### config.mk
export PLATFORM = sky130hd
export DESIGN_NAME = if_id_skid_register
export DESIGN_NICKNAME = d
export VERILOG_FILES = /design/src/rtl/if_id_skid_register.sv
export SDC_FILE = /design/constraint.sdc
export NUM_CORES = 1
export LEC_CHECK = 0
export CAP_MARGIN = 20
export CORE_MARGIN = 8
export CORE_UTILIZATION = 48
export CTS_CLUSTER_DIAMETER = 30
export CTS_CLUSTER_SIZE = 30
export DETAILED_ROUTE_END_ITERATION = 16
export PLACE_DENSITY = 0.83
export SYNTH_ARGS = -nofsm -noshare
export SYNTH_HDL_FRONTEND = slang
export SYNTH_SLANG_ARGS = --single-unit
### constraint.sdc
create_clock -name clk -period 5.55 [get_ports clk]
set_input_delay 1.3875 -clock clk [delete_from_list [all_inputs] [get_ports clk]]
set_output_delay 1.3875 -clock clk [all_outputs]
set_load 0.01 [all_outputs]
### src/rtl/if_id_skid_register.sv
// IF/ID boundary register with a 2-entry skid buffer (main + skid).
// Presents the oldest fetched instruction to decode, split into opcode and
// the [31:7] field, stamped with the free-running cycle count at accept time.
module if_id_skid_register #(
  parameter logic [31:0] NOP_INSTR = 32'h0000_0013,
  parameter logic [31:0] RESET_PC  = 32'h0000_0000
) (
  input  logic        clk,
  input  logic        rst,
  input  logic [31:0] pc_in,
  input  logic [31:0] instr_in,
  input  logic        in_valid,
  output logic        in_ready,
  input  logic        Stall,
  input  logic        Flush,
  output logic        out_valid,
  output logic [31:0] IF_pc_out,
  output logic [6:0]  IF_opcode,
  output logic [24:0] IF_instruction_out,
  output logic [63:0] IF_cycle
);

  typedef struct packed {
    logic [31:0] pc;
    logic [31:0] instr;
    logic [63:0] cyc;
  } entry_t;

  entry_t      main_q, skid_q, new_e;
  logic        skid_valid;
  logic [63:0] cycle_cnt;
  logic        accept, consume;

  // in_ready depends only on state, so Stall never reaches it combinationally
  assign in_ready = ~skid_valid;
  assign accept   = in_valid & in_ready;
  assign consume  = out_valid & ~Stall;
  assign new_e    = '{pc: pc_in, instr: instr_in, cyc: cycle_cnt};

  // Free-running cycle counter; flush does not disturb it
  always_ff @(posedge clk) begin
    if (!rst) cycle_cnt <= '0;
    else      cycle_cnt <= cycle_cnt + 64'd1;
  end

  // Buffer occupancy and entry movement; flush beats stall and accept
  always_ff @(posedge clk) begin
    if (!rst) begin
      out_valid  <= 1'b0;
      skid_valid <= 1'b0;
      main_q     <= '{pc: RESET_PC, instr: NOP_INSTR, cyc: 64'd0};
      skid_q     <= '{pc: RESET_PC, instr: NOP_INSTR, cyc: 64'd0};
    end else if (Flush) begin
      // main_q.pc is kept so the empty output still shows the last PC
      out_valid  <= 1'b0;
      skid_valid <= 1'b0;
    end else if (consume && skid_valid) begin
      main_q <= skid_q;
      if (accept) skid_q <= new_e;
      else        skid_valid <= 1'b0;
    end else if (consume) begin
      if (accept) main_q <= new_e;
      else        out_valid <= 1'b0;
    end else if (!out_valid && accept) begin
      main_q    <= new_e;
      out_valid <= 1'b1;
    end else if (out_valid && accept) begin
      skid_q     <= new_e;
      skid_valid <= 1'b1;
    end
  end

  // Empty main presents a NOP bubble with a zero stamp
  always_comb begin
    IF_pc_out          = main_q.pc;
    IF_opcode          = NOP_INSTR[6:0];
    IF_instruction_out = NOP_INSTR[31:7];
    IF_cycle           = 64'd0;
    if (out_valid) begin
      IF_opcode          = main_q.instr[6:0];
      IF_instruction_out = main_q.instr[31:7];
      IF_cycle           = main_q.cyc;
    end
  end

endmodule

* Word-level counts from Yosys, hierarchy flattened *
Index checks and enable logic that the tools add are counted.

cells by class
  equal/unequal tests = 6
  reduce and logical (&&, ||, !) cells = 12
  add/subtract/negate cells = 1
  bitwise gates (word level) = 7
  muxes and demuxes = 18

operators by type and width
  cell                                                                     count
  128-bit 2-to-1 mux                                                       8
  64-bit by 1-bit adder with 64-bit output, second input constant          1
  64-bit 2-to-1 mux                                                        1
  25-bit 2-to-1 mux                                                        1
  2-bit inequality test, second input constant                             4
  1-bit 2-to-1 mux                                                         7
  7-bit 2-to-1 mux                                                         1
  3-bit AND reduction                                                      2
  1-bit inverter                                                           5
  5-bit AND reduction                                                      1
  4-bit AND reduction                                                      1
  2-bit nonzero test                                                       2
  1-bit logical AND                                                        3
  3-bit by 2-bit inequality test with 1-bit output, second input constant  1
  3-bit nonzero test                                                       1
  1-bit bitwise AND                                                        2
  2-bit by 1-bit inequality test with 1-bit output, second input constant  1
  2-bit OR reduction                                                       1
  1-bit logical NOT                                                        1

word-level totals
  bits of input ports = 69
  output and inout port bits = 130
  flip-flop bits (word level) = 322

* Depth between registers and ports, before layout *
  depth after elaboration = 7
  mapped depth = 7

* Least setup slack after synthesis *
OpenSTA, ideal clock, no wires.

  kind = input to register
  from = in Stall
  to = reg main_q, in the netlist IF_pc_out[0]
  required time = 5464 ps
  setup slack = 2696 ps
  stages = 5
  arrival = 2768 ps
  cells stage by stage = a2111oi_2 clkbuf_1 clkbuf_1 nor2_1 a211oi_1

on the way
  word-level cells in the longest chain between the ends = 5
  elaborated cells on any way between the ends = 8
  classes of those cells = eq/ne: 1; mux: 2; bitwise: 2; reduce/logical: 3

ends and longest elaborated chain
  item                                                                                                            RTL line  source
  start, declared                                                                                                 14        input logic Stall,
  1-bit inverter *                                                                                                37        assign consume = out_valid & ~Stall;
  1-bit bitwise AND *                                                                                             37
  1-bit logical AND                                                                                               57        end else if (consume && skid_valid) begin
  3-bit by 2-bit inequality test with 1-bit output (no source line) / 3-bit nonzero test (equally long branches)  n/a
  3-bit AND reduction (no source line)                                                                            n/a
  end signal, assigned                                                                                            58        main_q <= skid_q;
  end signal, assigned                                                                                            62        if (accept) main_q <= new_e;
  end signal, assigned                                                                                            65        main_q <= new_e;
  end, declared                                                                                                   29        entry_t main_q, skid_q, new_e;

Every way passes the cells marked *; elsewhere a longest branch is shown, timed or not.
A chain may end at the register's enable or synchronous reset.

* Worst setup path in the final report *
  from = reg out_valid
  to = out IF_cycle[37]

on the way
  word-level cells in the longest chain between the ends = 1

ends and longest elaborated chain
  item                    RTL line  source
  start, declared         16        output logic out_valid,
  start signal, assigned  49        out_valid <= 1'b0;
  start signal, assigned  55        out_valid <= 1'b0;
  start signal, assigned  63        else out_valid <= 1'b0;
  64-bit 2-to-1 mux       79        if (out_valid) begin
  end, declared           20        output logic [63:0] IF_cycle

Every way passes these cells.

==> results.py <==
metrics = {
    "run_status": {
        "status": "finished, final reports clean",
    },
    "cts": {
        "postCtsSetupBuffers": 0,
        "htree_levels": 2,
        "cts_root_buffer": "clkbuf_16",
        "cts_buffers": 58,
        "cts_hold_buffers": 0,
        "cts_tree": "built",
        "clockBufferDepth": 3,
        "cts_resized": 0,
        "clkSinkCount": 322,
        "insertion_delay_ns": 0.56,
        "path_clk_slew_ns": 0.05,
    },
    "global_routing": {
        "grt_pass1_wl_um": 59200,
        "antenna_found_initial": 0,
        "grt_usage_pct": 20.6,
        "grt_start_max_net_pins": 212,
        "first_global_vias": 11700,
        "grt.overflow.total": 0,
    },
    "worst_hold_path": {
        "hold_class": "reg2reg",
        "min_from": "skid_q[16]",
    },
    "final_layout": {
        "fin_cells": 2186,
        "final_common_cell": "dfxtp_1",
        "fin_area_um2": 17800,
        "layout-area-overhead-vs-synth_pct": 28.6,
        "final_cell_mix": "dfxtp_1 (321), nand2_1 (281), clkdlybuf4s50_1 (198), nor2_1 (173), a21oi_1 (150)",
        "fill_cells": 2299,
        "antenna_cells": 0,
        "nets": 1828,
        "layout-drive-gt1-share_pct": 7.10,
    },
    "floorplanning": {
        "coreArea_um2": 28500,
        "num_io_pins": 199,
        "fp.dieH_um": 186,
        "row_count": 62,
        "die_width_um": 186,
        "start_util_pct": 48.5,
        "die_area_um2": 34600,
    },
    "setup_path": {
        "r2r_end": "cycle_cnt[53]",
        "crit_path_start_kind": "flop",
        "worstPathCellList": "buf_4 > and2_1 > clkdlybuf4s50_1",
        "arrival_ns": 2.29,
        "crit_path_end_kind": "output port",
        "max_stage_delay_ns": 0.59,
        "crit_start": "out_valid",
        "crit_type": "reg2out",
        "critical_path_required_ns": 4.16,
        "r2r_slack_ns": 2.67,
        "crit_path_top_delay_cell": "dfxtp_2",
        "reg2regPathDepth": 5,
        "r2r_start": "cycle_cnt[17]",
        "crit_fanout": 34,
        "cp-endpoint": "IF_cycle[37]",
    },
    "sta": {
        "slew_viol_final": 0,
        "fin_tns_setup_ns": 0,
        "fmax_mhz": 272,
        "period_minus_slack_ns": 3.68,
        "period_share_pct": 66.3,
        "hold_viol": 0,
        "max_slew_margin_pct": 30.4,
        "finalSetupViolCount": 0,
        "finClkSkew_ns": 0.0183,
        "grt_setup_unrepaired": "false",
        "worst_pin_slew_ns": 1.04,
    },
    "route": {
        "vias": 12000,
        "initialDrtViolationCount": 891,
        "wl_per_cell_um": 16.9,
        "drt_pass1_iterations": 7,
        "ant_nets": 0,
        "routed_wl_um": 36900,
        "routed_via_density": 5.48,
        "drc": 0,
    },
    "yosys": {
        "yosysSeqAreaShare_pct": 46.5,
        "synth_cells": 1648,
        "synth-edff-count": 0,
        "ys_ff_latch": 322,
        "yosysUniqueCellTypes": 39,
        "synth_warnings": 0,
        "ys.flop_type": "dfxtp_1",
        "syn-mean-instance-area_um2": 8.41,
        "syn_area_um2": 13900,
        "async_flop_share_pct": 0,
        "synthesis.nets": 1718,
    },
    "power_and_ir_drop": {
        "p_per_area_nw_per_um2": 352,
        "p_leak_nw": 6.93,
        "ir_drop_v": 0.000268,
    },
    "placement": {
        "placed_area_um2": 15800,
        "hpwlAfterDp_um": 22900,
        "portBuffers": 198,
        "dpl.cell_count": 2079,
        "place_congestion": 0.850,
    },
    "job": {
        "max_cap_violations": 0,
    },
}
## through the flow
step	total power, W	util [%]	hold WS [ns]	worst slack, ns
3_3_place_gp	0.00280	55.3	0.440	1.72
4_1_cts	0.00631	62.2	0.452	1.25
3_5_place_dp	0.00282	55.3	0.446	1.68
5_1_grt	0.00648	62.4	0.466	1.70
6_report	0.00627	62.4	0.449	1.87
2_1_floorplan	0.00267	-	0.436	2.70
## logic make-up (layout without fill, tap and decap cells)
kind of cell    Yosys count  in the layout  share of synthesized area, %
xor+xnor                 37             37                          2.34
simple gates            683            683                          22.6
flops                   322            322                          46.5
compound gates          305            305                          13.5
buf+inv                 171            325                          5.61
mux                     129            129                          9.32
fa+ha+maj                 1              1                        0.0903
## Yosys cell counts, types with 11 or more instances
library cell,count,area (um^2)
xnor2_1,15,131
nor4_1,11,68.8
mux2i_1,129,1290
dfxtp_1,322,6450
nor2_1,173,649
buf_2,12,60.1
o21ai_0,21,105
buf_4,32,240
nand2_1,282,1060
a211oi_1,125,938
clkbuf_1,117,439
nand4_1,29,181
xor2_1,22,193
a21oi_1,150,751
nand3_1,27,135
and2_1,97,607
or3_1,22,138
## layout make-up
cell class,instances,area [um^2],share of cell area [%]
well taps,384,480,2.70
inverters,7,33.8,0.190
clock buffers,72,1600,8.95
multi-input cells,1155,6670,37.4
repair buffers,214,2220,12.4
clock inverters,32,370,2.08
flip-flops and latches,322,6450,36.2
## layer usage
metal  share of wire, %  wire (um)  vias to the layer above  global-route usage [%]
li1                   -          -                     5861                       -
met1                 42      15400                     5663                    25.1
met2                 48      17800                      393                    35.6
met3                8.0       2940                       62                    4.82
met4                2.0        756                        0                    6.00
met5                  0          0                        -                       0
## state kept, by name, summed over array words and instances, names as in the netlist
| register | cells |
|---|---|
| IF_pc_out | 32 |
| cycle_cnt | 64 |
| main_q | 96 |
| out_valid | 1 |
| skid_q | 128 |
| skid_valid | 1 |
## critical path, delay by kind of cell (launching register included)
kind	cells	cell delay [ns]
buffers and inverters	2	0.91
AND/OR/NAND/NOR	1	0.22
flip-flops	1	0.59
## worst min-delay path by stage
stage | slack [ns] | cells past startpoint | end
after CTS | 0.45 | 2 | skid_q[29]
after global routing | 0.47 | 2 | skid_q[4]
after global placement | 0.44 | 2 | skid_q[81]
after floorplan | 0.44 | 2 | skid_q[0]
final | 0.45 | 2 | skid_q[16]
after detailed placement | 0.45 | 2 | skid_q[91]
## power by group
group	switching, W	internal [W]	leakage [nW]
sequential	0.0000420	0.00239	2.62
combinational	0.000186	0.000165	3.35
clock	0.00118	0.00231	0.953
total	0.00140	0.00486	6.93
Power figures use the tool's default switching activity.
